**config.mk**
```make
export PLATFORM = sky130hd
export DESIGN_NAME = fp128_mul_result_queue
export DESIGN_NICKNAME = d
export VERILOG_FILES = /design/src/rtl/fp128_mul_result_queue_pkg.sv /design/src/rtl/fp128_sync_fifo.sv /design/src/rtl/fp128_mul_result_queue.sv
export SDC_FILE = /design/constraint.sdc
export NUM_CORES = 1
export LEC_CHECK = 0
export CAP_MARGIN = 20
export CORE_UTILIZATION = 57
export DETAILED_ROUTE_END_ITERATION = 10
export GPL_ROUTABILITY_DRIVEN = 0
export PLACE_DENSITY = 0.76
export SYNTH_ARGS = -nofsm -noshare
export SYNTH_HDL_FRONTEND = slang
export SYNTH_SLANG_ARGS = --single-unit
```
**constraint.sdc**
```tcl
create_clock -name clk -period 11.17 [get_ports clk]
set_clock_uncertainty 0.2 [all_clocks]
set_input_delay 2.234 -clock clk [delete_from_list [all_inputs] [get_ports clk]]
set_output_delay 2.234 -clock clk [all_outputs]
set_load 0.02 [all_outputs]
```
**src/rtl/fp128_mul_result_queue_pkg.sv**
```systemverilog
// Shared types for the FP128 multiplier result queue: result word, flag struct, queue entry.
package fp128_mul_result_queue_pkg;

  localparam int FP128_W = 128;
  localparam int RQ_TAGW = 6;

  typedef logic [FP128_W-1:0] fp128_t;

  typedef struct packed {
    logic sign_exe;
    logic inf;
    logic overflow;
    logic underflow;
  } fp128_mul_flags_t;

  localparam int FLAGS_W = $bits(fp128_mul_flags_t);

  typedef struct packed {
    fp128_t               res;
    fp128_mul_flags_t     flags;
    logic [RQ_TAGW-1:0]   tag;
  } fp128_mul_rq_entry_t;

  // Pointer width that stays legal for a single-entry FIFO.
  function automatic int ptr_width(input int depth);
    return (depth > 1) ? $clog2(depth) : 1;
  endfunction

endpackage

```
**src/rtl/fp128_sync_fifo.sv**
```systemverilog
// Synchronous FIFO with modulo-DEPTH pointers (any DEPTH >= 1) and occupancy count.
module fp128_sync_fifo
  import fp128_mul_result_queue_pkg::*;
#(
  parameter int WIDTH = 8,
  parameter int DEPTH = 4
) (
  input  logic                       clk,
  input  logic                       rst,
  input  logic                       wr_en,
  input  logic [WIDTH-1:0]           wr_data,
  input  logic                       rd_en,
  output logic [WIDTH-1:0]           rd_data,
  output logic                       full,
  output logic                       empty,
  output logic [$clog2(DEPTH+1)-1:0] count
);

  localparam int PW = ptr_width(DEPTH);
  localparam int CW = $clog2(DEPTH + 1);
  localparam logic [PW-1:0] LAST_PTR = PW'(DEPTH - 1);

  logic [WIDTH-1:0] mem_q [DEPTH];
  logic [PW-1:0]    wr_ptr_q, wr_ptr_d;
  logic [PW-1:0]    rd_ptr_q, rd_ptr_d;
  logic [CW-1:0]    count_q, count_d;
  logic             wr_ok, rd_ok;

  function automatic logic [PW-1:0] next_ptr(input logic [PW-1:0] p);
    return (p == LAST_PTR) ? '0 : p + 1'b1;
  endfunction

  assign full  = (count_q == CW'(DEPTH));
  assign empty = (count_q == '0);
  assign rd_ok = rd_en & ~empty;
  // A write into a full FIFO is only accepted when a read frees the slot in the same cycle.
  assign wr_ok = wr_en & (~full | rd_ok);

  always_comb begin
    wr_ptr_d = wr_ptr_q;
    rd_ptr_d = rd_ptr_q;
    count_d  = count_q;
    if (wr_ok) wr_ptr_d = next_ptr(wr_ptr_q);
    if (rd_ok) rd_ptr_d = next_ptr(rd_ptr_q);
    case ({wr_ok, rd_ok})
      2'b10:   count_d = count_q + 1'b1;
      2'b01:   count_d = count_q - 1'b1;
      default: count_d = count_q;
    endcase
  end

  always_ff @(posedge clk) begin
    if (rst) begin
      wr_ptr_q <= '0;
      rd_ptr_q <= '0;
      count_q  <= '0;
    end else begin
      wr_ptr_q <= wr_ptr_d;
      rd_ptr_q <= rd_ptr_d;
      count_q  <= count_d;
    end
  end

  always_ff @(posedge clk) begin
    if (wr_ok) mem_q[wr_ptr_q] <= wr_data;
  end

  assign rd_data = mem_q[rd_ptr_q];
  assign count   = count_q;

endmodule

```
**src/rtl/fp128_mul_result_queue.sv**
```systemverilog
// In-order result queue behind the FP128 multiplier with credit-based in_ready.
// Optional FP128_MUL_RQ_BYPASS_EN: empty-queue results are presented in their arrival cycle.
module fp128_mul_result_queue
  import fp128_mul_result_queue_pkg::*;
#(
  parameter int MUL_LAT = 10,
  parameter int DEPTH   = 12,
  parameter int TAGW    = 6
) (
  input  logic                       clk,
  input  logic                       rst,
  input  logic                       in_valid,
  output logic                       in_ready,
  input  logic [TAGW-1:0]            in_tag,
  input  logic [127:0]               res_i,
  input  logic [3:0]                 flags_i,
  output logic                       out_valid,
  input  logic                       out_ready,
  output logic [127:0]               out_res,
  output logic [TAGW-1:0]            out_tag,
  output logic [3:0]                 out_flags,
  output logic [$clog2(DEPTH+1)-1:0] count
);

  localparam int CW      = $clog2(DEPTH + 1);
  localparam int ENTRY_W = FP128_W + FLAGS_W + TAGW;

  logic               issue, push;
  logic [MUL_LAT-1:0] vld_q, vld_d;
  logic [TAGW-1:0]    tag_q [MUL_LAT];
  logic [TAGW-1:0]    tag_d [MUL_LAT];
  logic [CW-1:0]      inflight_q, inflight_d;
  logic [CW:0]        credit_used;
  fp128_mul_flags_t   push_flags;
  logic [ENTRY_W-1:0] push_entry, head_entry, fifo_rd_data;
  logic               fifo_wr, fifo_rd, fifo_full, fifo_empty;
  logic [CW-1:0]      fifo_count;
  logic               head_valid;

  assign issue = in_valid & in_ready;

  // Stage 1 takes the issue; stage MUL_LAT lines up with the result on res_i.
  for (genvar gi = 0; gi < MUL_LAT; gi++) begin : g_pipe
    if (gi == 0) begin : g_head
      assign vld_d[gi] = issue;
      assign tag_d[gi] = in_tag;
    end else begin : g_body
      assign vld_d[gi] = vld_q[gi-1];
      assign tag_d[gi] = tag_q[gi-1];
    end
  end

  always_ff @(posedge clk) begin
    if (rst) vld_q <= '0;
    else     vld_q <= vld_d;
  end

  always_ff @(posedge clk) begin
    tag_q <= tag_d;
  end

  assign push = vld_q[MUL_LAT-1];

  always_comb begin
    inflight_d = inflight_q;
    case ({issue, push})
      2'b10:   inflight_d = inflight_q + 1'b1;
      2'b01:   inflight_d = inflight_q - 1'b1;
      default: inflight_d = inflight_q;
    endcase
  end

  always_ff @(posedge clk) begin
    if (rst) inflight_q <= '0;
    else     inflight_q <= inflight_d;
  end

  // Every issued op reserves a slot until popped, so a landing result always has room.
  assign credit_used = {1'b0, inflight_q} + {1'b0, fifo_count};
  assign in_ready    = ~rst & ~fifo_full & (credit_used < (CW+1)'(DEPTH));

  assign push_flags = fp128_mul_flags_t'(flags_i);
  assign push_entry = {res_i, push_flags, tag_q[MUL_LAT-1]};

  always_comb begin
    head_valid = ~fifo_empty;
    head_entry = fifo_rd_data;
    fifo_wr    = push;
    fifo_rd    = out_ready;
`ifdef FP128_MUL_RQ_BYPASS_EN
    if (fifo_empty && push) begin
      head_valid = 1'b1;
      head_entry = push_entry;
      fifo_wr    = ~out_ready;
      fifo_rd    = 1'b0;
    end
`endif
  end

  fp128_sync_fifo #(
    .WIDTH (ENTRY_W),
    .DEPTH (DEPTH)
  ) u_fifo (
    .clk     (clk),
    .rst     (rst),
    .wr_en   (fifo_wr),
    .wr_data (push_entry),
    .rd_en   (fifo_rd),
    .rd_data (fifo_rd_data),
    .full    (fifo_full),
    .empty   (fifo_empty),
    .count   (fifo_count)
  );

  assign out_valid = ~rst & head_valid;
  assign out_res   = head_entry[ENTRY_W-1 -: FP128_W];
  assign out_flags = head_entry[TAGW +: FLAGS_W];
  assign out_tag   = head_entry[TAGW-1:0];
  assign count     = rst ? '0 : fifo_count;

endmodule

```
# After elaboration in Yosys (flattened, before gate mapping)
# Memory sizes are Yosys's and may differ from the RTL's. A register that Yosys moved wholly into a read port is not among the register bits.
# Cells that the tools add are included.
[totals]
ram_bits = 1656
wordCells = 53
regBits = 86
romBits = 0
latch_bits = 0
memories = 1
inputBits = 142
[mem_list]
columns = ["name", "words", "word_bits", "rd", "rd_clocked_by_memory_dff", "wr", "line_no", "text"]
rows = [
  ["u_fifo.mem_q", 12, 138, 1, 1, 1, "fp128_sync_fifo.sv:23", "logic [WIDTH-1:0] mem_q [DEPTH];"],
]
[op_classes]
shift = 0
magnitude_cmp = 1
mul = 0
addsub = 7
n_eq_ne = 7
reduce_logical = 3
mux = 9
n_div = 0
bitwise = 10
[op_table]
columns = ["cell", "n"]
rows = [
  ["$mux 4", 5],
  ["$add 4x1->4 const B", 4],
  ["$pmux 4 s2", 2],
  ["$eq 4x4->1 const B", 3],
  ["$sub 4x1->4 const B", 2],
  ["$and 1x1->1", 6],
  ["$add 4x4->5", 1],
  ["$lt 5x4->1 const B", 1],
  ["$eq 2x1->1 const B", 2],
  ["$eq 2x2->1 const B", 2],
  ["$logic_not 4->1", 1],
  ["$reduce_bool 2->1", 2],
  ["$not 1->1", 3],
  ["$mux 1", 2],
  ["$or 1x1->1", 1],
]

# Longest topological paths before layout
[logic_depth]
depth_word = 7
mapped_depth = 12

# Modules after synthesis
# Synthesis repeated with hierarchy kept, for this count alone.
[hier_totals]
hier_cells = 2866
area_unflattened_um2 = 65173.8
[by_module_without_submodules]
columns = ["module", "seq_area_each_um2", "area_each_um2", "cells_per_inst", "instances"]
rows = [
  ["fp128_sync_fifo", 50048.0, 63353.3, 2741, 1],
  ["fp128_mul_result_queue", 1481.4, 1820.5, 125, 1],
]

# Worst setup path after synthesis
# OpenSTA, ideal clock, no wires.
[synth_path]
path_kind = "input to register"
start = "in out_ready"
end = "mem u_fifo.mem_q[11][0] (netlist name) (enable)"
path_buffers = 0
path_stages = 2
t_required_ps = 10334
path_slack_ps = 2226
setup_time_ps = 636
arrival_time_ps = 8108
path_cell_list = "o21ai_2 nor2_1"
[synth_between]
elab_chain_cells = 5
[synth_rtl]
columns = ["element", "line_no", "text"]
rows = [
  ["start: declaration", "fp128_mul_result_queue.sv:18", "input logic out_ready,"],
  ["$and 1x1->1", "fp128_sync_fifo.sv:35", "assign rd_ok = rd_en & ~empty;"],
  ["$or 1x1->1", "fp128_sync_fifo.sv:37", "assign wr_ok = wr_en & (~full | rd_ok);"],
  ["$and 1x1->1", "fp128_sync_fifo.sv:37", ""],
  ["$mux 1", "fp128_sync_fifo.sv:65", "if (wr_ok) mem_q[wr_ptr_q] <= wr_data;"],
  ["$mux 1 (not written as such)", "fp128_sync_fifo.sv:65", ""],
  ["end: declaration", "fp128_sync_fifo.sv:23", ""],
]
# No other way between the ends.

==> results.sh <==
export IMPL_setup_total_negative_slack_ns=0
export IMPL_share_seq_of_total_power_pct=54.9
export IMPL_clock_tree_root_cell="sky130_fd_sc_hd__clkbuf_16"
export IMPL_number_of_nets_in_the_layout=3364
export IMPL_postSynth_asyncResetShare_pct=0
export IMPL_floorplan_rows=123
export IMPL_fin_util_pct=66.6
export IMPL_core_mm2=0.113
export IMPL_max_slew_headroom_at_the_worst_pin_pct=23.7
export IMPL_max_cap_violations=0
export IMPL_status="completed"
export IMPL_dp_cells=4535
export IMPL_cp_cell_sequence="buf_4 > buf_4 > mux4_2 > mux2i_1 > o21ai_1 > clkdlybuf4s50_1"
export IMPL_antenna_violating_nets_post_route=0
export IMPL_total_power_mw=13.1
export IMPL_clk_pin_slew_ns=0.06
export IMPL_crit_reg2reg_launch="u_fifo.wr_ptr_q[1]"
export IMPL_worst_ep_required_time_ns=8.74
export IMPL_most_common_cell_after_layout_fill_and_taps_aside="sky130_fd_sc_hd__edfxtp_1"
export IMPL_critical_path_endpoint_type="output port"
export IMPL_design_area_mm2=0.0753
export IMPL_setup_reg_to_reg_worst_slack_ns=7.21
export IMPL_tightest_slew_ns=1.14
export IMPL_timing_critical_path_arrival_ns=4.79
export IMPL_yosys_cell_types_count=42
export IMPL_power_ir_vdd_worst_v=0.000135
export IMPL_p_leak_nw=22.7
export IMPL_post_cts_hold_buffer_count=0
export IMPL_worst_hold_startpoint="tag_d[34]"
export IMPL_grt_remaining_overflow=0
export IMPL_synth_top_cell_area_share_pct=76.3
export IMPL_worst_hold_path_endpoint="tag_d[28]"
export IMPL_delay_of_the_slowest_critical_path_stage_ns=0.94
export IMPL_placed_area_mm2=0.0696
export IMPL_power_report_internal_total_mw=10.6
export IMPL_cts_setup_buffers=0
export IMPL_vias=30070
export IMPL_comb_power_share_pct=1.0
export IMPL_synth_top_cells_by_area="sky130_fd_sc_hd__edfxtp_1 76%, sky130_fd_sc_hd__mux4_2 14%, sky130_fd_sc_hd__dfxtp_1 2.8%, sky130_fd_sc_hd__mux2i_1 2.1%, sky130_fd_sc_hd__o21ai_1 1.1%"
export IMPL_yosysTopAreaCell="sky130_fd_sc_hd__edfxtp_1"
export IMPL_finalWirelength_um=137000
export IMPL_viasPerCell=6.19
export IMPL_wl_met2_um=68700
export IMPL_timing_final_setup_violations=0
export IMPL_detail_route_wirelength_met1_um=54200
export IMPL_maxClockFrequency_mhz=138
export IMPL_setup_repair_after_global_routing_missed_its_margin="no"
export IMPL_die_area_mm2=0.116
export IMPL_final_fill_count=6976
export IMPL_start_util_pct=57.7
export IMPL_top_signal_layer_used="met5"
export IMPL_most_common_layout_cells="1656 x sky130_fd_sc_hd__edfxtp_1, 414 x sky130_fd_sc_hd__mux4_2, 285 x sky130_fd_sc_hd__clkdlybuf4s50_1"
export IMPL_yosys_warnings=0
export IMPL_detailroute_wirelength_met3_um=10800
export IMPL_cts_sinks=1746
export IMPL_whs_path_depth=0
export IMPL_antenna_found_initial=24
export IMPL_critical_path_startpoint_type="flip-flop"
export IMPL_drt_first_pass_iters=6
export IMPL_seq_area_frac_synth_pct=79.0
export IMPL_final_clock_period_utilization_by_the_worst_path_pct=64.7
export IMPL_wire_length_of_the_first_global_routing_pass_um=202000
export IMPL_grt_start_max_net_pins=149
export IMPL_final_hold_viol_count=0
export IMPL_detail_route_wl_per_cell_um=28.2
export IMPL_synth_edf_count=1656
export IMPL_die_h_um=340
export IMPL_clock_tree_from_tritoncts="built"
export IMPL_switching_fraction_pct=19.0
export IMPL_synth_avg_cell_area_um2=22.9
export IMPL_final_routed_drc_violation_total=0
export IMPL_finalNonFillerCells=4854
export IMPL_synthCells=2850
export IMPL_power_density_mw_per_mm2=174
export IMPL_p_sw_mw=2.49
export IMPL_timing_hold_worst_class="reg2reg"
export IMPL_layout_area_overhead_vs_synth_pct=15.4
export IMPL_die_width_um=340
export IMPL_synth_ff_type="sky130_fd_sc_hd__edfxtp_1"
export IMPL_synth_cell_area_mm2=0.0652
export IMPL_grt_total_usage_pct=23.9
export IMPL_worst_r2r_path_depth=6
export IMPL_synthesis_nets=3008
export IMPL_htree_levels=4
export IMPL_power_clock_fraction_pct=44.1
export IMPL_r2r_end="u_fifo.mem_q[11][128]"
export IMPL_drive_above_1_share_pct=21.7
export IMPL_detailedPlacementHpwl_um=68600
export IMPL_worst_path_most_repeated_cell="sky130_fd_sc_hd__buf_4"
export IMPL_numPortBuffers=285
export IMPL_insertion_delay_ns=0.77
export IMPL_critPathKind="reg2out"
export IMPL_starting_drc_count_in_detailed_routing=2941
export IMPL_cpMaxStageDelayCell="sky130_fd_sc_hd__dfxtp_4"
export IMPL_post_cts_resized=0
export IMPL_design_portCount=286
export IMPL_number_of_register_bits_inferred_by_synthesis=1746
export IMPL_report_final_slew_viol_count=0
export IMPL_cts_inserted_buffers=169
export IMPL_finalWorstPathRequiredPeriod_ns=7.22
export IMPL_clockBufferDepth=3
export IMPL_crit_fanout=43
export IMPL_number_of_global_route_vias_before_repair=31547
[Yosys cell counts (2+ instances only)]
cell type / count
sky130_fd_sc_hd__dfxtp_1: 90
sky130_fd_sc_hd__and3_1: 6
sky130_fd_sc_hd__nor2_1: 22
sky130_fd_sc_hd__nor2b_1: 12
sky130_fd_sc_hd__fa_1: 2
sky130_fd_sc_hd__a31oi_1: 2
sky130_fd_sc_hd__a311oi_1: 2
sky130_fd_sc_hd__o21ai_0: 3
sky130_fd_sc_hd__edfxtp_1: 1656
sky130_fd_sc_hd__mux2i_1: 140
sky130_fd_sc_hd__buf_6: 27
sky130_fd_sc_hd__nor3_1: 3
sky130_fd_sc_hd__a21o_1: 2
sky130_fd_sc_hd__xor2_1: 4
sky130_fd_sc_hd__o21ai_1: 138
sky130_fd_sc_hd__a21oi_1: 15
sky130_fd_sc_hd__and2_1: 9
sky130_fd_sc_hd__mux4_2: 414
sky130_fd_sc_hd__clkbuf_1: 45
sky130_fd_sc_hd__buf_2: 58
sky130_fd_sc_hd__nand2_1: 143
sky130_fd_sc_hd__ha_1: 14
sky130_fd_sc_hd__buf_4: 13
sky130_fd_sc_hd__inv_1: 11
sky130_fd_sc_hd__nand3_1: 2
[critical path: cells and delay by family (launching register included)]
kind	cells	cell delay, ns
mux	2	0.80
flops	1	0.94
buf+inv	3	2.04
compound gates	1	0.17
[state kept, by name, indices dropped and copies added, names as in the netlist, named ones only]
signal / count
u_fifo.count: 4
tag_d: 54
push_entry: 6
u_fifo.mem_q: 1656
vld_q: 10
u_fifo.rd_ptr_q: 4
u_fifo.wr_ptr_q: 4
inflight_q: 4
[final cells by class]
cell class | count | area [um2] | share of cell area (%)
Multi-Input combinational cell | 947 | 12800 | 17.0
Clock inverter | 99 | 1060 | 1.41
Antenna cell | 7 | 17.5 | 0.0233
Sequential cell | 1746 | 51500 | 68.5
Tap cell | 1500 | 1880 | 2.49
Timing Repair Buffer | 330 | 3300 | 4.39
Inverter | 12 | 45.0 | 0.0599
Clock buffer | 213 | 4610 | 6.13
[power by group through the flow]
stage	clock (mW)	combinational [mW]	sequential, mW
final	5.76	0.127	7.17
after CTS	5.84	0.127	7.17
after floorplan	0	0.00786	7.31
after global routing	6.08	0.138	7.17
after detailed placement	0	0.126	7.31
after global placement	0	0.113	7.31
[kinds of logic (layout without fill, tap and decap cells)]
logic type | Yosys count | count (layout) | share of synthesized area [%]
xor+xnor | 4 | 4 | 0.0537
compound gates | 169 | 169 | 1.38
flops | 1746 | 1746 | 79.0
mux | 555 | 555 | 16.5
simple gates | 203 | 203 | 1.32
buf+inv | 157 | 654 | 1.42
fa+ha+maj | 16 | 16 | 0.330
other cells | 0 | 7 | 0
[how the worst max path moves through the flow]
| stage | startpoint | to | slack (ns) | cells after the start |
|---|---|---|---|---|
| after global placement | rst | in_ready | 4.27 | 4 |
| after detailed placement | rst | in_ready | 4.21 | 4 |
| after CTS | flip-flop | out_tag[2] | 3.73 | 6 |
| after global routing | flip-flop | out_tag[2] | 3.55 | 6 |
| final | flip-flop | out_tag[2] | 3.95 | 6 |
| after floorplan | out_ready | u_fifo.mem_q[11][0] | 2.23 | 2 |
[metal layers]
| layer | vias to the layer above | track usage, % |
|---|---|---|
| li1 | 12607 | - |
| met2 | 1236 | 38.9 |
| met3 | 225 | 5.67 |
| met4 | 36 | 6.96 |
| met1 | 15966 | 32.8 |
| met5 | - | 0 |
[stage by stage]
stage	setup slack, ns	hold WS, ns
finish	3.95	0.125
floorplan	2.23	0.110
CTS	3.73	0.119
global route	3.55	0.122
detailed placement	4.21	0.112
global placement	4.27	0.111
(Power assumes the default switching activity.)
